`src/rtl/qoi_op_index_decoder.sv`:
```
// qoi_op_index_decoder: turns QOI_OP_INDEX bytes back into pixels using the
// 64-entry previously-seen-pixel table, which is refreshed from every pixel
// the wider decoder emits (seen_pixel/seen_valid).
// Optional build macro: QOI_INDEX_STATS_EN adds index_hits / miss_count
// saturating counters. Default build (macro undefined) omits them.
module qoi_op_index_decoder #(
    parameter int unsigned COMPONENTS = 4
) (
    input  logic                    clk,
    input  logic                    rst_n,
    input  logic [7:0]              byte_in,
    input  logic                    byte_valid,
    output logic                    byte_ready,
    input  logic [8*COMPONENTS-1:0] seen_pixel,
    input  logic                    seen_valid,
    output logic [8*COMPONENTS-1:0] pixel,
    output logic                    pixel_valid,
    input  logic                    pixel_ready,
    output logic                    tag_miss
`ifdef QOI_INDEX_STATS_EN
    ,
    output logic [31:0]             index_hits,
    output logic [31:0]             miss_count
`endif
);

    localparam int unsigned PIX_W  = 8 * COMPONENTS;
    localparam int unsigned IDX_W  = 6;
    localparam int unsigned DEPTH  = 64;
    localparam int unsigned HASH_W = 12;
    localparam logic [1:0]  TAG_INDEX = 2'b00;

    // QOI colour hash; alpha is implied opaque when the stream carries RGB only
    function automatic logic [IDX_W-1:0] qoi_hash(input logic [PIX_W-1:0] p);
        logic [HASH_W-1:0] r;
        logic [HASH_W-1:0] g;
        logic [HASH_W-1:0] b;
        logic [HASH_W-1:0] a;
        logic [HASH_W-1:0] s;
        r = HASH_W'(p[PIX_W-1  -: 8]);
        g = HASH_W'(p[PIX_W-9  -: 8]);
        b = HASH_W'(p[PIX_W-17 -: 8]);
        a = (COMPONENTS == 4) ? HASH_W'(p[7:0]) : HASH_W'(8'hFF);
        s = r * HASH_W'(3) + g * HASH_W'(5) + b * HASH_W'(7) + a * HASH_W'(11);
        return s[IDX_W-1:0];
    endfunction

    logic [PIX_W-1:0] table_q [DEPTH];
    logic [PIX_W-1:0] table_d [DEPTH];
    logic [PIX_W-1:0] pixel_q, pixel_d;
    logic             pixel_valid_q, pixel_valid_d;
    logic             tag_miss_q, tag_miss_d;

    logic             accept;
    logic             accept_index;
    logic             accept_miss;
    logic [IDX_W-1:0] seen_idx;
    logic [IDX_W-1:0] rd_idx;
    logic [PIX_W-1:0] rd_data;

    // Input acceptance: a new byte may enter whenever the output slot frees up
    always_comb begin
        byte_ready   = !pixel_valid_q || pixel_ready;
        accept       = byte_valid && byte_ready;
        accept_index = accept && (byte_in[7:6] == TAG_INDEX);
        accept_miss  = accept && (byte_in[7:6] != TAG_INDEX);
        seen_idx     = qoi_hash(seen_pixel);
        rd_idx       = byte_in[IDX_W-1:0];
    end

    // Table read with write-first bypass so a same-cycle update is never missed
    always_comb begin
        rd_data = table_q[rd_idx];
        if (seen_valid && (seen_idx == rd_idx)) begin
            rd_data = seen_pixel;
        end
    end

    // Table next state: one entry rewritten per seen pixel, independent of handshakes
    always_comb begin
        table_d = table_q;
        if (seen_valid) begin
            table_d[seen_idx] = seen_pixel;
        end
    end

    // Output slot next state: handshake drains, an accepted INDEX byte reloads
    always_comb begin
        pixel_d       = pixel_q;
        pixel_valid_d = pixel_valid_q;
        tag_miss_d    = accept_miss;
        if (pixel_valid_q && pixel_ready) begin
            pixel_valid_d = 1'b0;
        end
        if (accept_index) begin
            pixel_d       = rd_data;
            pixel_valid_d = 1'b1;
        end
    end

    // Pixel table registers
    always_ff @(posedge clk or negedge rst_n) begin
        if (!rst_n) begin
            for (int i = 0; i < int'(DEPTH); i++) begin
                table_q[i] <= '0;
            end
        end else begin
            table_q <= table_d;
        end
    end

    // Output registers
    always_ff @(posedge clk or negedge rst_n) begin
        if (!rst_n) begin
            pixel_q       <= '0;
            pixel_valid_q <= 1'b0;
            tag_miss_q    <= 1'b0;
        end else begin
            pixel_q       <= pixel_d;
            pixel_valid_q <= pixel_valid_d;
            tag_miss_q    <= tag_miss_d;
        end
    end

    assign pixel       = pixel_q;
    assign pixel_valid = pixel_valid_q;
    assign tag_miss    = tag_miss_q;

`ifdef QOI_INDEX_STATS_EN
    localparam int unsigned CNT_W = 32;

    logic [CNT_W-1:0] index_hits_q, index_hits_d;
    logic [CNT_W-1:0] miss_count_q, miss_count_d;

    // Saturating event counters; a miss counts on the same edge its pulse rises
    always_comb begin
        index_hits_d = index_hits_q;
        miss_count_d = miss_count_q;
        if (accept_index && (index_hits_q != '1)) begin
            index_hits_d = index_hits_q + CNT_W'(1);
        end
        if (accept_miss && (miss_count_q != '1)) begin
            miss_count_d = miss_count_q + CNT_W'(1);
        end
    end

    // Counter registers
    always_ff @(posedge clk or negedge rst_n) begin
        if (!rst_n) begin
            index_hits_q <= '0;
            miss_count_q <= '0;
        end else begin
            index_hits_q <= index_hits_d;
            miss_count_q <= miss_count_d;
        end
    end

    assign index_hits = index_hits_q;
    assign miss_count = miss_count_q;
`endif

endmodule

```
`config.mk`:
```
export PLATFORM = sky130hd
export DESIGN_NAME = qoi_op_index_decoder
export DESIGN_NICKNAME = d
export VERILOG_FILES = /design/src/rtl/qoi_op_index_decoder.sv
export SDC_FILE = /design/constraint.sdc
export NUM_CORES = 2
export LEC_CHECK = 0
export CORE_MARGIN = 2
export CORE_UTILIZATION = 40
export DETAILED_ROUTE_END_ITERATION = 8
export GPL_ROUTABILITY_DRIVEN = 0
export PLACE_DENSITY = 0.53
export SETUP_SLACK_MARGIN = 0.3
export SLEW_MARGIN = 5
export SYNTH_ARGS = -nofsm -noshare
export SYNTH_HDL_FRONTEND = slang
export SYNTH_SLANG_ARGS = --single-unit
```
`constraint.sdc`:
```
create_clock -name clk -period 2.6 [get_ports clk]
set_clock_uncertainty 0.05 [all_clocks]
set_input_delay 0.52 -clock clk [delete_from_list [all_inputs] [get_ports clk]]
set_output_delay 0.52 -clock clk [all_outputs]
set_load 0.01 [all_outputs]
```
Yosys cells after proc, flatten, opt, wreduce, memory -nomap -nowiden
Cells that the tools add are included.
- word-level logic and storage cells: 100
- input bits: 45
- bits in registers: 2082
- reduce and logical (&&, ||, !) cells: 11
- add/subtract/negate cells: 3
- equality and inequality tests: 1
- muxes and demuxes: 9
- $mul: 4
- bitwise gates (word level): 2
- $lt $le $gt $ge: 3
- operators by type and width (cell ; number):
    2048-bit bitwise mux ; 1
    32-bit binary-select mux with 6-bit select ; 1
    32-bit demux with 6-bit select ; 1
    32-bit two-way mux ; 4
    6-bit adder ; 3
    8-bit by 3-bit multiplier with 6-bit output, second input constant ; 2
    7-bit greater-or-equal comparator, second input constant ; 2
    6-bit inverter with 7-bit output ; 2
    8-bit by 2-bit multiplier with 6-bit output, second input constant ; 1
    8-bit by 4-bit multiplier with 6-bit output, second input constant ; 1
    7-bit by 1-bit less-than comparator with 1-bit output, second input constant ; 1
    6-bit == test ; 1
    1-bit logical AND ; 6
    2-bit nonzero test ; 2
    2-bit logical NOT ; 1
    1-bit two-way mux ; 2
    1-bit logical NOT ; 1
    1-bit logical OR ; 1

Logic depth before layout (Yosys ltp)
- depth in word-level cells: 10
- mapped depth: 20
- mapped depth without buffers: 17

Worst setup path after synthesis
OpenSTA, ideal clock, no wires.
- path kind: input to register
- start point: in seen_pixel[10]
- end point: reg table_q[1025] (netlist name)
- required time: 2.422 ns
- slack: -3.561 ns
- path buffers: 4
- data arrival time: 5.983 ns
- stages on the path: 20
- path through: clkbuf_1 -> clkbuf_1 -> inv_1 -> fa_1 -> inv_1 -> fa_1 -> inv_1 -> fa_1 -> fa_1 -> fa_1 -> inv_1 -> ha_1 -> a21oi_1 -> xnor2_1 -> xnor3_2 -> or3b_1 -> buf_6 -> nor2_8 -> buf_8 -> mux2_1
- longest elaborated chain between the ends: 9
- ends and longest elaborated chain (what ; line ; source):
    start: declaration ; 14 ; input logic [8*COMPONENTS-1:0] seen_pixel,
    8-bit by 3-bit multiplier with 6-bit output (*) ; 44 ; s = r * HASH_W'(3) + g * HASH_W'(5) + b * HASH_W'(7) + a * HASH_W'(11);
    6-bit adder (*) (2 in series) ; 44 ;
    6-bit inverter with 7-bit output (implied by the code) (*) ; 83 ; table_d[seen_idx] = seen_pixel;
    7-bit greater-or-equal comparator (implied by the code) or 7-bit by 1-bit less-than comparator with 1-bit output (tied branches) ; 83 ;
    1-bit logical AND (implied by the code) ; 83 ;
    32-bit two-way mux (implied by the code) ; 83 ;
    32-bit demux with 6-bit select (*) ; 83 ;
    2048-bit bitwise mux (*) ; 83 ;
    end signal: assignment ; 108 ; table_q <= table_d;
    end: declaration ; 48 ; logic [PIX_W-1:0] table_q [DEPTH];
Every way passes the cells marked *; elsewhere a longest branch is shown, timed or not.
A chain may end at the register's enable or synchronous reset.

Worst setup path in the final report
- start point: in seen_pixel[9]
- end point: reg table_q[1215] (netlist name)
The elaborated chain is that of the path after synthesis.

==> flow_metrics.env <==
export IMPL_grt_pass1_vias=60820
export IMPL_fp_coreArea_um2=237400
export IMPL_syn_area_um2=95340
export IMPL_wire_per_inst_um=30.45
export IMPL_yosysWarnings=0
export IMPL_detail_route_antenna_nets=0
export IMPL_track_usage=0.2483
export IMPL_port_buffers=79
export IMPL_worstSetupPathType="primary input to flop"
export IMPL_grt_overflow_total=0
export IMPL_drt_wl_total_mm=304.9
export IMPL_finalMaxSlewViolations=0
export IMPL_drive_gt1_frac=0.5600
export IMPL_netlist_area_leader_share=0.5465
export IMPL_clkLatencyLatePin_ns=0.90
export IMPL_dpl_cell_count=9472
export IMPL_synth_most_common_cell="dfrtp_1"
export IMPL_cp_data_arrival_time_ns=5.79
export IMPL_syn_area_per_cell_um2=15.61
export IMPL_rsz0062_at_grt="true"
export IMPL_r2r_setup_slack_ns=-0.36
export IMPL_crit_path_start_kind="primary input"
export IMPL_post_route_min_period_ns=5.070
export IMPL_ys_seq_elements=2082
export IMPL_fin_ws_ns=-2.470
export IMPL_yosys_most_used_dff="dfrtp_1"
export IMPL_fin_area_um2=119000
export IMPL_finalSetupViolations=2081
export IMPL_p_comb_frac=0.387
export IMPL_ir_drop_mv=1.437
export IMPL_hold_depth=4
export IMPL_die_h_um=492.2
export IMPL_max_freq_ghz=0.1973
export IMPL_clkPwrFrac=0.244
export IMPL_r2r_end="pixel[27]"
export IMPL_grt_pass1_wl_mm=442.0
export IMPL_drtIter0Drc=4249
export IMPL_crit_path_end="table_q[1215]"
export IMPL_worst_pin_slew_ns=1.140
export IMPL_setup_worst_path_start="seen_pixel[9]"
export IMPL_start_util=0.4016
export IMPL_grt_max_degree=126
export IMPL_p_per_area_nw_per_um2=1162
export IMPL_root_buffer="clkbuf_16"
export IMPL_cts_buffers=225
export IMPL_cts_sinks=2082
export IMPL_worst_r2r_cell_count=7
export IMPL_leakagePower_nw=55.42
export IMPL_synthTopCellsByCount="dfrtp_1, mux2_2, mux4_2, clkbuf_1, mux2_1"
export IMPL_place_hpwl_mm=193.6
export IMPL_cts_tree="built"
export IMPL_max_slew_margin_rel=0.2353
export IMPL_tns_ns=-4849.10
export IMPL_fin_hold_ws_ns=0.1402
export IMPL_drc=0
export IMPL_place_area_um2=107600
export IMPL_drv_cap=0
export IMPL_status="complete, but fails checks"
export IMPL_violations="negative setup slack"
export IMPL_synthCells=6108
export IMPL_ys_seq_area_frac=0.5465
export IMPL_fin_crit_sh=1.950
export IMPL_hold_viol_final=0
export IMPL_fin_cells=10010
export IMPL_drtPass1Iterations=5
export IMPL_synth_nets=6196
export IMPL_switching_share=0.3117
export IMPL_clk_pin_slew_ns=0.06
export IMPL_yosys_top_cells_area="dfrtp_1, mux2_2, mux4_2"
export IMPL_required_ns=3.32
export IMPL_power_frac_seq=0.369
export IMPL_syn_to_final_growth_pct=24.79
export IMPL_clk_path_buf_depth=3
export IMPL_synthArstFlopShare=1.000
export IMPL_synth_top_area_cell="dfrtp_1"
export IMPL_hold_class="primary input to flop"
export IMPL_htreeDepth=4
export IMPL_die_w_um=492.2
export IMPL_cp_max_fo=9
export IMPL_grt_antenna_before_repair=10
export IMPL_end_kind="flop"
export IMPL_fin_total_pwr_mw=138.3
export IMPL_fin_nets=6731
export IMPL_num_fill_cells=19940
export IMPL_synth_edff_count=0
export IMPL_num_rows=179
export IMPL_p_int_mw=95.19
export IMPL_viasPerCell=5.741
export IMPL_r2r_start="table_q[155]"
export IMPL_synthDistinctLibCells=52
export IMPL_p_sw_mw=43.11
export IMPL_vias=57490
export IMPL_io_pins=80
export IMPL_die_area_um2=242300
[per-layer routing]
layer / vias up / part of all wire / global-route usage
li1: 23860 / - / -
met1: 31810 / 0.45 / 0.3546
met2: 1355 / 0.47 / 0.3910
met3: 459 / 0.046 / 0.03299
met4: 2 / 0.039 / 0.08593
met5: - / 0.000052 / 0
[through the flow]
stage                       util  worst slack (ns)
final                     0.5011            -2.470
after global routing      0.5010            -2.570
after CTS                 0.4953            -2.390
after detailed placement  0.4531            -3.654
after global placement    0.4531            -3.711
after floorplan                -            -3.027
[placed cells by master, fill, tap and decap left out, drive strengths merged, types with 41 or more instances in the layout]
master         synthesis  final
mux4                 504    504
nand2                139    139
nor2                  51     51
dfrtp               2082   2082
clkdlybuf4s50          0     41
a21oi                 61     61
inv                   39     44
clkbuf               361    373
a211oi                58     58
a22oi                238    238
buf                  275    879
mux2                2053   2053
[area by class of cell]
| type | count | area, µm² | share of cell area |
|---|---|---|---|
| well taps | 3167 | 3963 | 0.03331 |
| clock buffers | 352 | 6794 | 0.05711 |
| clock inverters | 68 | 1037 | 0.008718 |
| inverters | 39 | 146.4 | 0.001230 |
| diodes | 10 | 25.02 | 0.0002103 |
| repair buffers | 944 | 11880 | 0.09981 |
| multi-input cells | 3351 | 43030 | 0.3617 |
| flip-flops and latches | 2082 | 52100 | 0.4379 |
[state kept, by name (all words and copies together), names as in the netlist]
register and cells:
table_q 2048, pixel_valid 1, pixel 32, tag_miss 1
[timing repair]
action / CTS / global route
resized for setup: 262 / 141
hold buffers: 2 / 0
buffers inserted: 33 / 22
endpoints found under the hold margin: 599 / 0
cloned: 32 / 22
pin swaps: 10 / 16
endpoints found under the setup margin: 2115 / 2115
[power by group through the flow]
| stage | Sequential [mW] | Clock (mW) | Combinational (mW) |
|---|---|---|---|
| 2_1_floorplan | 49.0 | 0 | 30.2 |
| 3_3_place_gp | 50.1 | 0 | 44.6 |
| 3_5_place_dp | 50.6 | 0 | 45.5 |
| 4_1_cts | 50.7 | 34.4 | 49.7 |
| 5_1_grt | 52.3 | 35.8 | 56.3 |
| 6_report | 51.0 | 33.7 | 53.6 |
[cells by family after synthesis]
| group | share of synthesized area |
|---|---|
| AO/OA/AOI/OAI | 0.03110 |
| XOR/XNOR | 0.002638 |
| adder cells (fa/ha/maj) | 0.007454 |
| buffers and inverters | 0.03209 |
| flip-flops | 0.5465 |
| multiplexers | 0.3634 |
| AND/OR/NAND/NOR | 0.01680 |
[critical path: stages]
cell,delay (ns)
buf_8,0.10
fa_2,0.65
inv_2,0.06
fa_1,0.57
fa_1,0.44
fa_1,0.46
fa_1,0.52
inv_2,0.06
ha_4,0.20
a21o_1,0.16
a21oi_2,0.15
xnor2_1,0.15
xnor3_2,0.39
or3b_4,0.42
buf_12,0.18
nor2_8,0.17
clkbuf_16,0.21
mux2_2,0.34
[worst min path at each step]
stage | to | startpoint | slack, ns
6_report | table_q[1826] | seen_pixel[2] | 0.14
5_1_grt | table_q[1826] | seen_pixel[2] | 0.11
4_1_cts | pixel[6] | seen_pixel[6] | 0.07
3_5_place_dp | table_q[1973] | rst_n | 0.39
3_3_place_gp | table_q[2009] | rst_n | 0.39
2_1_floorplan | pixel[0] | rst_n | 0.17
No activity file was read; power rests on OpenSTA's default activity.
